### config.mk
export PLATFORM = sky130hd
export DESIGN_NAME = mem_addr_sequencer
export DESIGN_NICKNAME = d
export VERILOG_FILES = /design/src/rtl/mem_addr_sequencer.sv
export SDC_FILE = /design/constraint.sdc
export NUM_CORES = 1
export LEC_CHECK = 0
export ABC_AREA = 0
export CAP_MARGIN = 20
export CORE_ASPECT_RATIO = 1.1
export CORE_MARGIN = 2
export CORE_UTILIZATION = 23
export DETAILED_ROUTE_END_ITERATION = 8
export MAX_ROUTING_LAYER = met4
export PLACE_DENSITY = 0.56
export SYNTH_ARGS = -nofsm -noshare
export SYNTH_HDL_FRONTEND = slang
export SYNTH_SLANG_ARGS = --single-unit
### constraint.sdc
create_clock -name Clk -period 1.85 [get_ports Clk]
set_input_delay 0.37 -clock Clk [delete_from_list [all_inputs] [get_ports Clk]]
set_output_delay 0.37 -clock Clk [all_outputs]
set_load 0.05 [all_outputs]
### src/rtl/mem_addr_sequencer.sv
// mem_addr_sequencer: LC-3 address-generation and memory-access sequencer
// for LD/LDI/LDR/ST/STI/STR/LEA/JSR.
//
// Ports:
//   Clk, Reset        clock; synchronous active-high reset
//   Start, IR         request and instruction (captured on accept in IDLE)
//   Adder             address adder sum (base and offset chosen by the mux controls)
//   Mem_Rdata         memory read data
//   Mem_Ready         memory acknowledge
//   ADR1MUX_Control   0=PC, 1=SR1
//   ADR2MUX_Control   00=0, 01=SEXT6, 10=SEXT9, 11=SEXT11
//   MAR               memory address
//   Mem_En, Mem_WE    memory request and write qualifier
//   Data_Out          load result or effective address
//   Busy              high outside IDLE
//   Done              one-cycle completion pulse
//   Illegal           one-cycle pulse for a rejected opcode (or an access timeout)
//
// Optional feature: define MEM_TIMEOUT_EN to abort an access after
// TIMEOUT_CYCLES cycles without Mem_Ready. Opcode decode assumes DATA_W >= 16.
module mem_addr_sequencer #(
  parameter int DATA_W = 16
`ifdef MEM_TIMEOUT_EN
  ,
  parameter int TIMEOUT_CYCLES = 255
`endif
) (
  input  logic              Clk,
  input  logic              Reset,
  input  logic              Start,
  input  logic [DATA_W-1:0] IR,
  input  logic [DATA_W-1:0] Adder,
  input  logic [DATA_W-1:0] Mem_Rdata,
  input  logic              Mem_Ready,
  output logic              ADR1MUX_Control,
  output logic [1:0]        ADR2MUX_Control,
  output logic [DATA_W-1:0] MAR,
  output logic              Mem_En,
  output logic              Mem_WE,
  output logic [DATA_W-1:0] Data_Out,
  output logic              Busy,
  output logic              Done,
  output logic              Illegal
);

  typedef enum logic [2:0] {
    S_IDLE,
    S_CALC,
    S_MEM1,
    S_IND,
    S_MEM2,
    S_DONE
  } state_t;

  state_t state, state_n;

  logic [DATA_W-1:0] ir_q;
  logic [DATA_W-1:0] mar_q, mar_d;
  logic [DATA_W-1:0] dout_q, dout_d;
  logic [DATA_W-1:0] ind_q;
  logic              illegal_q, illegal_n;
  logic              ir_ld, mar_ld, dout_ld, ind_ld;
  logic              mem_en, mem_we;
  logic              tmo_hit;

  function automatic logic is_legal(input logic [3:0] op, input logic link);
    case (op)
      4'b0010, 4'b0011, 4'b1010, 4'b1011,
      4'b0110, 4'b0111, 4'b1110: return 1'b1;
      4'b0100:                   return link;
      default:                   return 1'b0;
    endcase
  endfunction

  logic [3:0] opc;
  logic op_ld, op_st, op_ldi, op_sti;
  logic op_ldr, op_str, op_lea, op_jsr;

  assign opc    = ir_q[15:12];
  assign op_ld  = (opc == 4'b0010);
  assign op_st  = (opc == 4'b0011);
  assign op_ldi = (opc == 4'b1010);
  assign op_sti = (opc == 4'b1011);
  assign op_ldr = (opc == 4'b0110);
  assign op_str = (opc == 4'b0111);
  assign op_lea = (opc == 4'b1110);
  // JSRR never reaches ir_q, so the opcode alone identifies JSR here.
  assign op_jsr = (opc == 4'b0100);

  // Only the opcode field of the captured instruction matters here.
  logic unused_ir;
  assign unused_ir = ^ir_q[11:0];

  always_comb begin
    ADR1MUX_Control = 1'b0;
    ADR2MUX_Control = 2'b00;
    if (state != S_IDLE) begin
      if (op_ldr || op_str) begin
        ADR1MUX_Control = 1'b1;
        ADR2MUX_Control = 2'b01;
      end else if (op_jsr) begin
        ADR2MUX_Control = 2'b11;
      end else begin
        ADR2MUX_Control = 2'b10;
      end
    end
  end

`ifdef MEM_TIMEOUT_EN
  localparam int TMO_W = $clog2(TIMEOUT_CYCLES + 1);

  logic [TMO_W-1:0] tmo_cnt;

  // Mem_En is low between MEM1 and MEM2 (IND), so each access
  // starts from zero.
  always_ff @(posedge Clk) begin
    if (Reset || !mem_en) tmo_cnt <= '0;
    else                  tmo_cnt <= tmo_cnt + TMO_W'(1);
  end

  assign tmo_hit = mem_en && !Mem_Ready &&
                   (tmo_cnt == TMO_W'(TIMEOUT_CYCLES - 1));
`else
  assign tmo_hit = 1'b0;
`endif

  always_comb begin
    state_n   = state;
    ir_ld     = 1'b0;
    mar_ld    = 1'b0;
    mar_d     = Adder;
    dout_ld   = 1'b0;
    dout_d    = Mem_Rdata;
    ind_ld    = 1'b0;
    illegal_n = 1'b0;
    mem_en    = 1'b0;
    mem_we    = 1'b0;
    unique case (state)
      S_IDLE: begin
        if (Start) begin
          if (is_legal(IR[15:12], IR[11])) begin
            ir_ld   = 1'b1;
            state_n = S_CALC;
          end else begin
            illegal_n = 1'b1;
          end
        end
      end
      S_CALC: begin
        mar_ld = 1'b1;
        mar_d  = Adder;
        if (op_lea || op_jsr) begin
          dout_ld = 1'b1;
          dout_d  = Adder;
          state_n = S_DONE;
        end else begin
          state_n = S_MEM1;
        end
      end
      S_MEM1: begin
        mem_en = 1'b1;
        mem_we = op_st || op_str;
        if (Mem_Ready) begin
          if (op_ldi || op_sti) begin
            ind_ld  = 1'b1;
            state_n = S_IND;
          end else begin
            dout_ld = op_ld || op_ldr;
            state_n = S_DONE;
          end
        end else if (tmo_hit) begin
          illegal_n = 1'b1;
          state_n   = S_DONE;
        end
      end
      S_IND: begin
        mar_ld  = 1'b1;
        mar_d   = ind_q;
        state_n = S_MEM2;
      end
      S_MEM2: begin
        mem_en = 1'b1;
        mem_we = op_sti;
        if (Mem_Ready) begin
          dout_ld = op_ldi;
          state_n = S_DONE;
        end else if (tmo_hit) begin
          illegal_n = 1'b1;
          state_n   = S_DONE;
        end
      end
      S_DONE:  state_n = S_IDLE;
      default: state_n = S_IDLE;
    endcase
  end

  always_ff @(posedge Clk) begin
    if (Reset) begin
      state     <= S_IDLE;
      ir_q      <= '0;
      mar_q     <= '0;
      dout_q    <= '0;
      ind_q     <= '0;
      illegal_q <= 1'b0;
    end else begin
      state     <= state_n;
      illegal_q <= illegal_n;
      if (ir_ld)   ir_q   <= IR;
      if (mar_ld)  mar_q  <= mar_d;
      if (dout_ld) dout_q <= dout_d;
      if (ind_ld)  ind_q  <= Mem_Rdata;
    end
  end

  assign MAR      = mar_q;
  assign Data_Out = dout_q;
  assign Mem_En   = mem_en;
  assign Mem_WE   = mem_we;
  assign Busy     = (state != S_IDLE);
  assign Done     = (state == S_DONE);
  assign Illegal  = illegal_q;

endmodule
==> qor.json, run 1 <==
{
  "switching_share_pct": 32.8,
  "via_per_inst": 4.82,
  "global_route.usage.total_pct": 13.9,
  "syn_avg_cell_area_sq_um": 9.53,
  "global_route.overflow_total": 0,
  "hpwlAfterDp_mm": 6.76,
  "cap_viol_max_count": 0,
  "ys_dominant_reg_cell": "dfxtp_1",
  "timing.fmax_mhz": 519,
  "comb_power_share_pct": 31.5,
  "cts.sinks": 56,
  "power_report.internal_total_mw": 2.38,
  "layout.core_utilization_pct": 34.3,
  "start_kind": "flop",
  "muxShareOfSynthArea_pct": 12.9,
  "totalWireLength_mm": 8.97,
  "port_buffers": 80,
  "dp_worst_setup_slack_ns": -0.154,
  "initial_core_utilization_pct": 23.4,
  "number_of_synthesized_flops_with_an_enable_pin": 0,
  "post_synth_xor_area_fraction_pct": 0.625,
  "layout_min_cycle_time_ns": 1.93,
  "tightestPinTransition_ns": 0.494,
  "ir_worst_vdd_mv": 0.466,
  "synth_fp_nets": 346,
  "final_net_count": 436,
  "final_cells": 539,
  "placementRows": 42,
  "die_width_um": 109,
  "min_period_over_period_pct": 104,
  "antenna-diode-count": 0,
  "place_area_sq_um": 3870,
  "dpl.cell_count": 527,
  "part_of_the_total_power_dissipated_in_the_clock_network_pct": 30.4,
  "multiInputGateArea_sq_um": 1560,
  "final_max_slew_viol_count": 0,
  "pwr-share-seq_pct": 38.1,
  "setup_repair_after_global_routing_missed_its_margin": "true",
  "p_switching_mw": 1.16,
  "antenna_violations_before_repair": 0,
  "cts_inserted_buffers": 5,
  "status": "finished, violations left",
  "cts_tree": "built",
  "synth_compound_area_share_pct": 21.5,
  "route.vias.total": 2600,
  "die_height_um": 120,
  "failing_checks": "negative setup slack",
  "ios": 92,
  "cts-root-buf": "clkbuf_16",
  "drtAntennaViolNets": 0,
  "htreeDepth": 2,
  "combinational_family_with_the_most_area_after_synthesis": "compound AO/OA/AOI/OAI gates",
  "synth_fa_ha_area_share_pct": 0,
  "setup_slack_ns": -0.0781,
  "synth-seq-area-share_pct": 40.0,
  "timing.final.setup_violations": 3,
  "cts-root-to-sink-buffers": 2,
  "synthSimpleGateAreaFrac_pct": 18.0,
  "postSynthRegisterBits": 56,
  "drive_above_1_share_pct": 29.1,
  "worstHoldPathType": "flop to flop",
  "synth_cell_area_sq_um": 2800,
  "seq_area_sq_um": 1130,
  "async_flop_share_pct": 0,
  "critPathRequiredTime_ns": 1.48,
  "synth_warnings": 0,
  "clock_latency_ns": 0.29,
  "synth.distinct_cells": 44,
  "final_hold_viol_count": 0,
  "number_of_global_route_vias_before_repair": 2574,
  "first_pass_grt_wire_length_mm": 13.7,
  "clock_skew_ns": 0.00629,
  "non_filler_cell_area_final_sq_um": 4120,
  "critical_path_arrival_ns": 1.56,
  "timing.max_slew.rel_slack_pct": 67.0,
  "worst-setup-path-type": "flop to primary output",
  "floorplan.core_area_sq_um": 12000,
  "synthesis.instances": 294,
  "worstPathMaxFanout": 3,
  "detailedRoute.firstIterationViolations": 121,
  "critPathCaptureType": "primary output",
  "cellLeakagePower_nw": 1.68,
  "worst_setup_hold_path_clk_slew_ns": 0.07,
  "die_area_sq_um": 13100,
  "design_power_total_mw": 3.54,
  "pin_count_of_the_biggest_net_entering_global_routing": 40,
  "routabilityCongestion": 0.809,
  "avgRoutedWirePerCell_um": 16.6,
  "num-fill-cells": 1255,
  "drt-pass1-iter-count": 4,
  "area_delta_synth_final_pct": 46.9,
  "power-per-cell-area_nw_per_um2": 860,
  "detail_route.drc_violations": 0
}
## registers in the layout (all words and copies together) (netlist names)
| signal | flops |
|---|---|
| Data_Out | 16 |
| Illegal | 1 |
| ind_q | 16 |
| state | 3 |
| ir_q | 4 |
| MAR | 16 |
## power by group through the flow
stage | clock network [mW] | registers, mW | logic [mW]
after floorplan | 0 | 1.57 | 0.452
after detailed placement | 0 | 1.37 | 1.08
final | 1.08 | 1.35 | 1.12
after global placement | 0 | 1.37 | 1.07
after CTS | 1.12 | 1.35 | 1.10
after global routing | 1.16 | 1.36 | 1.18
## layout by cell type (no fill, tap or decap), drive strengths merged
master	count
and4	1
mux2i	36
a2111oi	1
a21o	2
o2111ai	16
nor2b	3
or2	1
nand2	16
nor4	2
a211o	1
nor2	40
clkbuf	5
dfxtp	56
a21oi	1
nor3b	3
nor3	5
clkdlybuf4s50	41
clkinvlp	1
a31oi	3
o21a	1
nand3b	1
nand2b	3
o22a	1
xnor2	2
o211ai	16
a21boi	1
a211oi	17
o31ai	2
clkinv	2
and4bb	3
o41ai	1
o311ai	1
inv	6
nand3	20
bufinv	1
a311oi	1
a31o	1
buf	71
## layout make-up
class                           instances  area share, %
Sequential cell                        56           27.4
Clock buffer                            5           3.04
Tap cell                              154           4.68
Inverter                                7          0.699
Timing Repair Buffer                  112           25.3
Multi-Input combinational cell        202           37.8
Clock inverter                          3           1.03
## per-stage QoR
step / TNS (ns) / hold slack, ns
after floorplan: -0.240 / 0.463
after global placement: -0.606 / 0.476
after detailed placement: -0.849 / 0.488
after CTS: -0.0518 / 0.502
after global routing: -0.413 / 0.521
final: -0.199 / 0.498
## routing by layer
metal	track usage (%)	routed length (um)	vias to the layer above
li1	-	-	1267
met1	17.0	3950	1250
met2	23.3	4370	79
met3	3.48	603	4
met4	2.85	46	0
met5	-	0	-
## synthesized netlist by cell type (all sizes together) (5+ instances only)
cell type   n  area share, %
a211oi     17            4.6
buf        16            4.2
clkbuf     13            1.8
dfxtp      56             40
inv         6           0.80
mux2i      36             13
nand2      16            2.1
nand3      20            3.6
nor2       40            5.4
nor3        5            1.1
o2111ai    16            5.0
o211ai     16            6.1
## timing repair
item / in CTS / in global routing
resized for setup: 7 / 8
buffers inserted: 1 / 3
pin swaps: 1 / 3
setup endpoints to repair: 6 / 15
hold buffers: 0 / 0
## worst paths after layout
path	from	to	slack, ns	cells past startpoint
worst max-delay path	state[2]$_SDFFE_PP0P_	ADR2MUX_Control[0]	-0.08	6
worst min-delay path	ind_q[0]$_SDFFE_PP0P_	ind_q[0]$_SDFFE_PP0P_	0.50	2
worst max register to register	ir_q[15]$_SDFFE_PP0P_	Data_Out[2]$_SDFFE_PP0P_	0.20	5
worst min register to register	ind_q[0]$_SDFFE_PP0P_	ind_q[0]$_SDFFE_PP0P_	0.50	2
## worst max-delay path: stages, from the launching register on
cell	delay [ns]
dfxtp_2	0.36
buf_6	0.11
buf_4	0.11
nor3_4	0.04
buf_4	0.14
a2111oi_4	0.33
buf_12	0.18
## kinds of logic (layout without fill, tap and decap cells)
logic type	Yosys count	after routing
buf+inv	36	127
flops	56	56
simple gates	98	98
xor+xnor	2	2
mux	36	36
compound gates	66	66
No activity file was read; power rests on OpenSTA's default activity.
==> inputs of run 2 (changes only) <==
--- a/config.mk
+++ b/config.mk
@@ -16,3 +16,4 @@
 export SYNTH_ARGS = -nofsm -noshare
 export SYNTH_HDL_FRONTEND = slang
 export SYNTH_SLANG_ARGS = --single-unit
+export TNS_END_PERCENT = 1
==> run 2 against run 1 <==
- the flow now finishes without violations
- highest routed layer unchanged
- final cell count decreased by 0.74%
- clock skew about the same
- largest cell class unchanged
- flip-flop and latch count unchanged
- combinational power decreased by 4%
- largest power group unchanged
==> qor.json, run 2 (synthesis results as in run 1) <==
{
  "placementRows": {"value": 42, "change": "unchanged"},
  "die_height": {"value": 120, "unit": "um", "change": "unchanged"},
  "worst_setup_hold_path_clk_slew": {"value": 0.07, "unit": "ns", "change": "about the same"},
  "dp_worst_setup_slack": {"value": -0.154, "unit": "ns", "change": "about the same"},
  "cts-root-to-sink-buffers": {"value": 2, "change": "unchanged"},
  "leading_cell_type_in_the_layout_fill_and_taps_excluded": {"value": "buf_4", "change": "unchanged"},
  "top_cell_family_by_delay_on_the_critical_path": {"value": "buffers and inverters", "change": "unchanged"},
  "layout_min_cycle_time": {"value": 1.84, "unit": "ns", "change": "was 1.93 ns"},
  "detailedRoute.firstIterationViolations": {"value": 82, "change": "was 121"},
  "layout.core_utilization": {"value": 34.1, "unit": "%", "change": "was 34.3%"},
  "floorplan.core_area": {"value": 12000, "unit": "sq um", "change": "unchanged"},
  "via_per_inst": {"value": 4.83, "change": "was 4.82"},
  "die_width": {"value": 109, "unit": "um", "change": "unchanged"},
  "start_kind": {"value": "flop", "change": "unchanged"},
  "route.vias.total": {"value": 2582, "change": "was 2600"},
  "antenna-diode-count": {"value": 0, "change": "unchanged"},
  "port_buffers": {"value": 80, "change": "unchanged"},
  "clock_skew": {"value": 0.00605, "unit": "ns", "change": "was 0.00629 ns"},
  "timing.max_slew.rel_slack": {"value": 66.6, "unit": "%", "change": "was 67.0%"},
  "non_filler_cell_area_final": {"value": 4090, "unit": "sq um", "change": "was 4120 sq um"},
  "cap_viol_max_count": {"value": 0, "change": "unchanged"},
  "cts-root-buf": {"value": "clkbuf_16", "change": "unchanged"},
  "cts_tree": {"value": "built", "change": "unchanged"},
  "pin_count_of_the_biggest_net_entering_global_routing": {"value": 40, "change": "unchanged"},
  "r2r.worst_path.cells": {"value": 6, "change": "was 5"},
  "status": {"value": "completed", "change": "was finished, violations left"},
  "area_delta_synth_final": {"value": 45.9, "unit": "%", "change": "was 46.9%"},
  "final_cells": {"value": 535, "change": "was 539"},
  "worst-path-stages": {"value": 3, "change": "was 6"},
  "setup_repair_after_global_routing_missed_its_margin": {"value": "true", "change": "unchanged"},
  "global_route.overflow_total": {"value": 0, "change": "unchanged"},
  "hpwlAfterDp": {"value": 6.77, "unit": "mm", "change": "was 6.76 mm"},
  "totalWireLength": {"value": 9.00, "unit": "mm", "change": "was 8.97 mm"},
  "holdBufCountCts": {"value": 0, "change": "unchanged"},
  "final_hold_viol_count": {"value": 0, "change": "unchanged"},
  "design_power_total": {"value": 3.42, "unit": "mW", "change": "was 3.54 mW"},
  "holdWs": {"value": 0.502, "unit": "ns", "change": "was 0.498 ns"},
  "timing.fmax": {"value": 542, "unit": "MHz", "change": "was 519 MHz"},
  "timing.final.setup_violations": {"value": 0, "change": "was 3"},
  "die_area": {"value": 13100, "unit": "sq um", "change": "unchanged"},
  "hold_path_depth": {"value": 2, "change": "unchanged"},
  "cp.buffers_inverters": {"value": 2, "change": "was 4"},
  "worstPathCellList": {"value": "inv_1 -> nor4_2 -> bufbuf_16", "change": "was buf_6 -> buf_4 -> nor3_4 -> buf_4 -> a2111oi_4 -> buf_12"},
  "setup_slack": {"value": 0.00518, "unit": "ns", "change": "was -0.0781 ns"},
  "place_area": {"value": 3850, "unit": "sq um", "change": "was 3870 sq um"},
  "htreeDepth": {"value": 2, "change": "unchanged"},
  "antenna_violations_before_repair": {"value": 0, "change": "unchanged"},
  "cellLeakagePower": {"value": 1.66, "unit": "nW", "change": "was 1.68 nW"},
  "ir_worst_vdd": {"value": 0.510, "unit": "mV", "change": "was 0.466 mV"},
  "setup_tns": {"value": 0, "unit": "ns", "change": "was -0.199 ns"},
  "tightestPinTransition": {"value": 0.500, "unit": "ns", "change": "was 0.494 ns"},
  "dpl.cell_count": {"value": 524, "change": "was 527"},
  "cts.sinks": {"value": 56, "change": "unchanged"},
  "final_max_slew_viol_count": {"value": 0, "change": "unchanged"},
  "final_cell_mix": {"value": "58 x buf_4, 51 x dfxtp_1, 41 x clkdlybuf4s50_1, 39 x nor2_1, 36 x mux2i_1", "change": "was 61 x buf_4, 52 x dfxtp_1, 41 x clkdlybuf4s50_1, 39 x nor2_1, 36 x mux2i_1"},
  "power-per-cell-area": {"value": 838, "unit": "nW/um^2", "change": "was 860 nW/um^2"},
  "min_period_over_period": {"value": 99.7, "unit": "%", "change": "was 104%"},
  "number_of_global_route_vias_before_repair": {"value": 2495, "change": "was 2574"},
  "final_net_count": {"value": 432, "change": "was 436"},
  "worst-setup-path-type": {"value": "flop to primary output", "change": "unchanged"},
  "worstHoldPathType": {"value": "flop to flop", "change": "unchanged"},
  "cts_inserted_buffers": {"value": 5, "change": "unchanged"},
  "crit_slowest_cell": {"value": "dfxtp_1", "change": "was dfxtp_2"},
  "drive_above_1_share": {"value": 28.3, "unit": "%", "change": "was 29.1%"},
  "detail_route.drc_violations": {"value": 0, "change": "unchanged"},
  "avgRoutedWirePerCell": {"value": 16.8, "unit": "um", "change": "was 16.6 um"},
  "critPathMaxStageDelay": {"value": 0.43, "unit": "ns", "change": "was 0.36 ns"},
  "critPathRequiredTime": {"value": 1.48, "unit": "ns", "change": "about the same"},
  "routabilityCongestion": {"value": 0.846, "change": "was 0.809"},
  "critical_path_arrival": {"value": 1.47, "unit": "ns", "change": "was 1.56 ns"},
  "ios": {"value": 92, "change": "unchanged"},
  "initial_core_utilization": {"value": 23.4, "unit": "%", "change": "unchanged"},
  "critPathCaptureType": {"value": "primary output", "change": "unchanged"},
  "drt-pass1-iter-count": {"value": 4, "change": "unchanged"},
  "global_route.usage.total": {"value": 13.9, "unit": "%", "change": "about the same"},
  "worstPathMaxFanout": {"value": 4, "change": "was 3"},
  "clock_latency": {"value": 0.30, "unit": "ns", "change": "was 0.29 ns"},
  "first_pass_grt_wire_length": {"value": 13.6, "unit": "mm", "change": "was 13.7 mm"},
  "num-fill-cells": {"value": 1261, "change": "was 1255"},
  "drtAntennaViolNets": {"value": 0, "change": "unchanged"}
}
## run 2: area by class of cell
type / instances / area (sq um) / area share, %
multi-input combinational: 202 / 1540 / 37.8
inverter: 7 / 26.3 / 0.643
sequential: 56 / 1130 / 27.7
clock inverter: 3 / 27.5 / 0.674
tap: 154 / 193 / 4.72
clock buffer: 5 / 125 / 3.06
timing repair buffer: 108 / 1040 / 25.4
## run 2: final timing paths
path / slack (ns) / endpoint / start
worst min-delay path: 0.50 / MAR[1]$_SDFFE_PP0P_ / MAR[1]$_SDFFE_PP0P_
worst min register to register: 0.50 / MAR[1]$_SDFFE_PP0P_ / MAR[1]$_SDFFE_PP0P_
worst max-delay path: 0.005 / Mem_WE / ir_q[12]$_SDFFE_PP0P_
worst max register to register: 0.12 / Data_Out[8]$_SDFFE_PP0P_ / state[1]$_SDFFE_PP0P_
## run 2: layer usage
metal | up-vias | part of all wire (%) | track usage (%)
li1 | 1264 | - | -
met1 | 1232 | 45 | 16.7
met2 | 82 | 47 | 23.4
met3 | 4 | 7.6 | 4.18
met4 | 0 | 0.40 | 2.14
met5 | - | 0 | -
## run 2: worst reg2reg max path: cells and delay by family, from the launching register on
kind	cells	cell delay (ns)
buffers and inverters	2	0.35
AOI/OAI and AO/OA	2	0.48
DFF	1	0.40
and+or+nand+nor	2	0.39
## run 2: repair_timing
item / in CTS / in global routing
endpoints found under the setup margin: 5 / 9
buffers inserted: 3 / 0
pin swaps: 1 / 1
gates resized for setup: 8 / 8
## run 2: power by group
group	internal (mW)	leakage, nW	total, mW	switching [mW]
sequential	1.28	0.458	1.35	0.0609
clock	0.515	0.0719	0.994	0.479
combinational	0.434	1.13	1.08	0.649
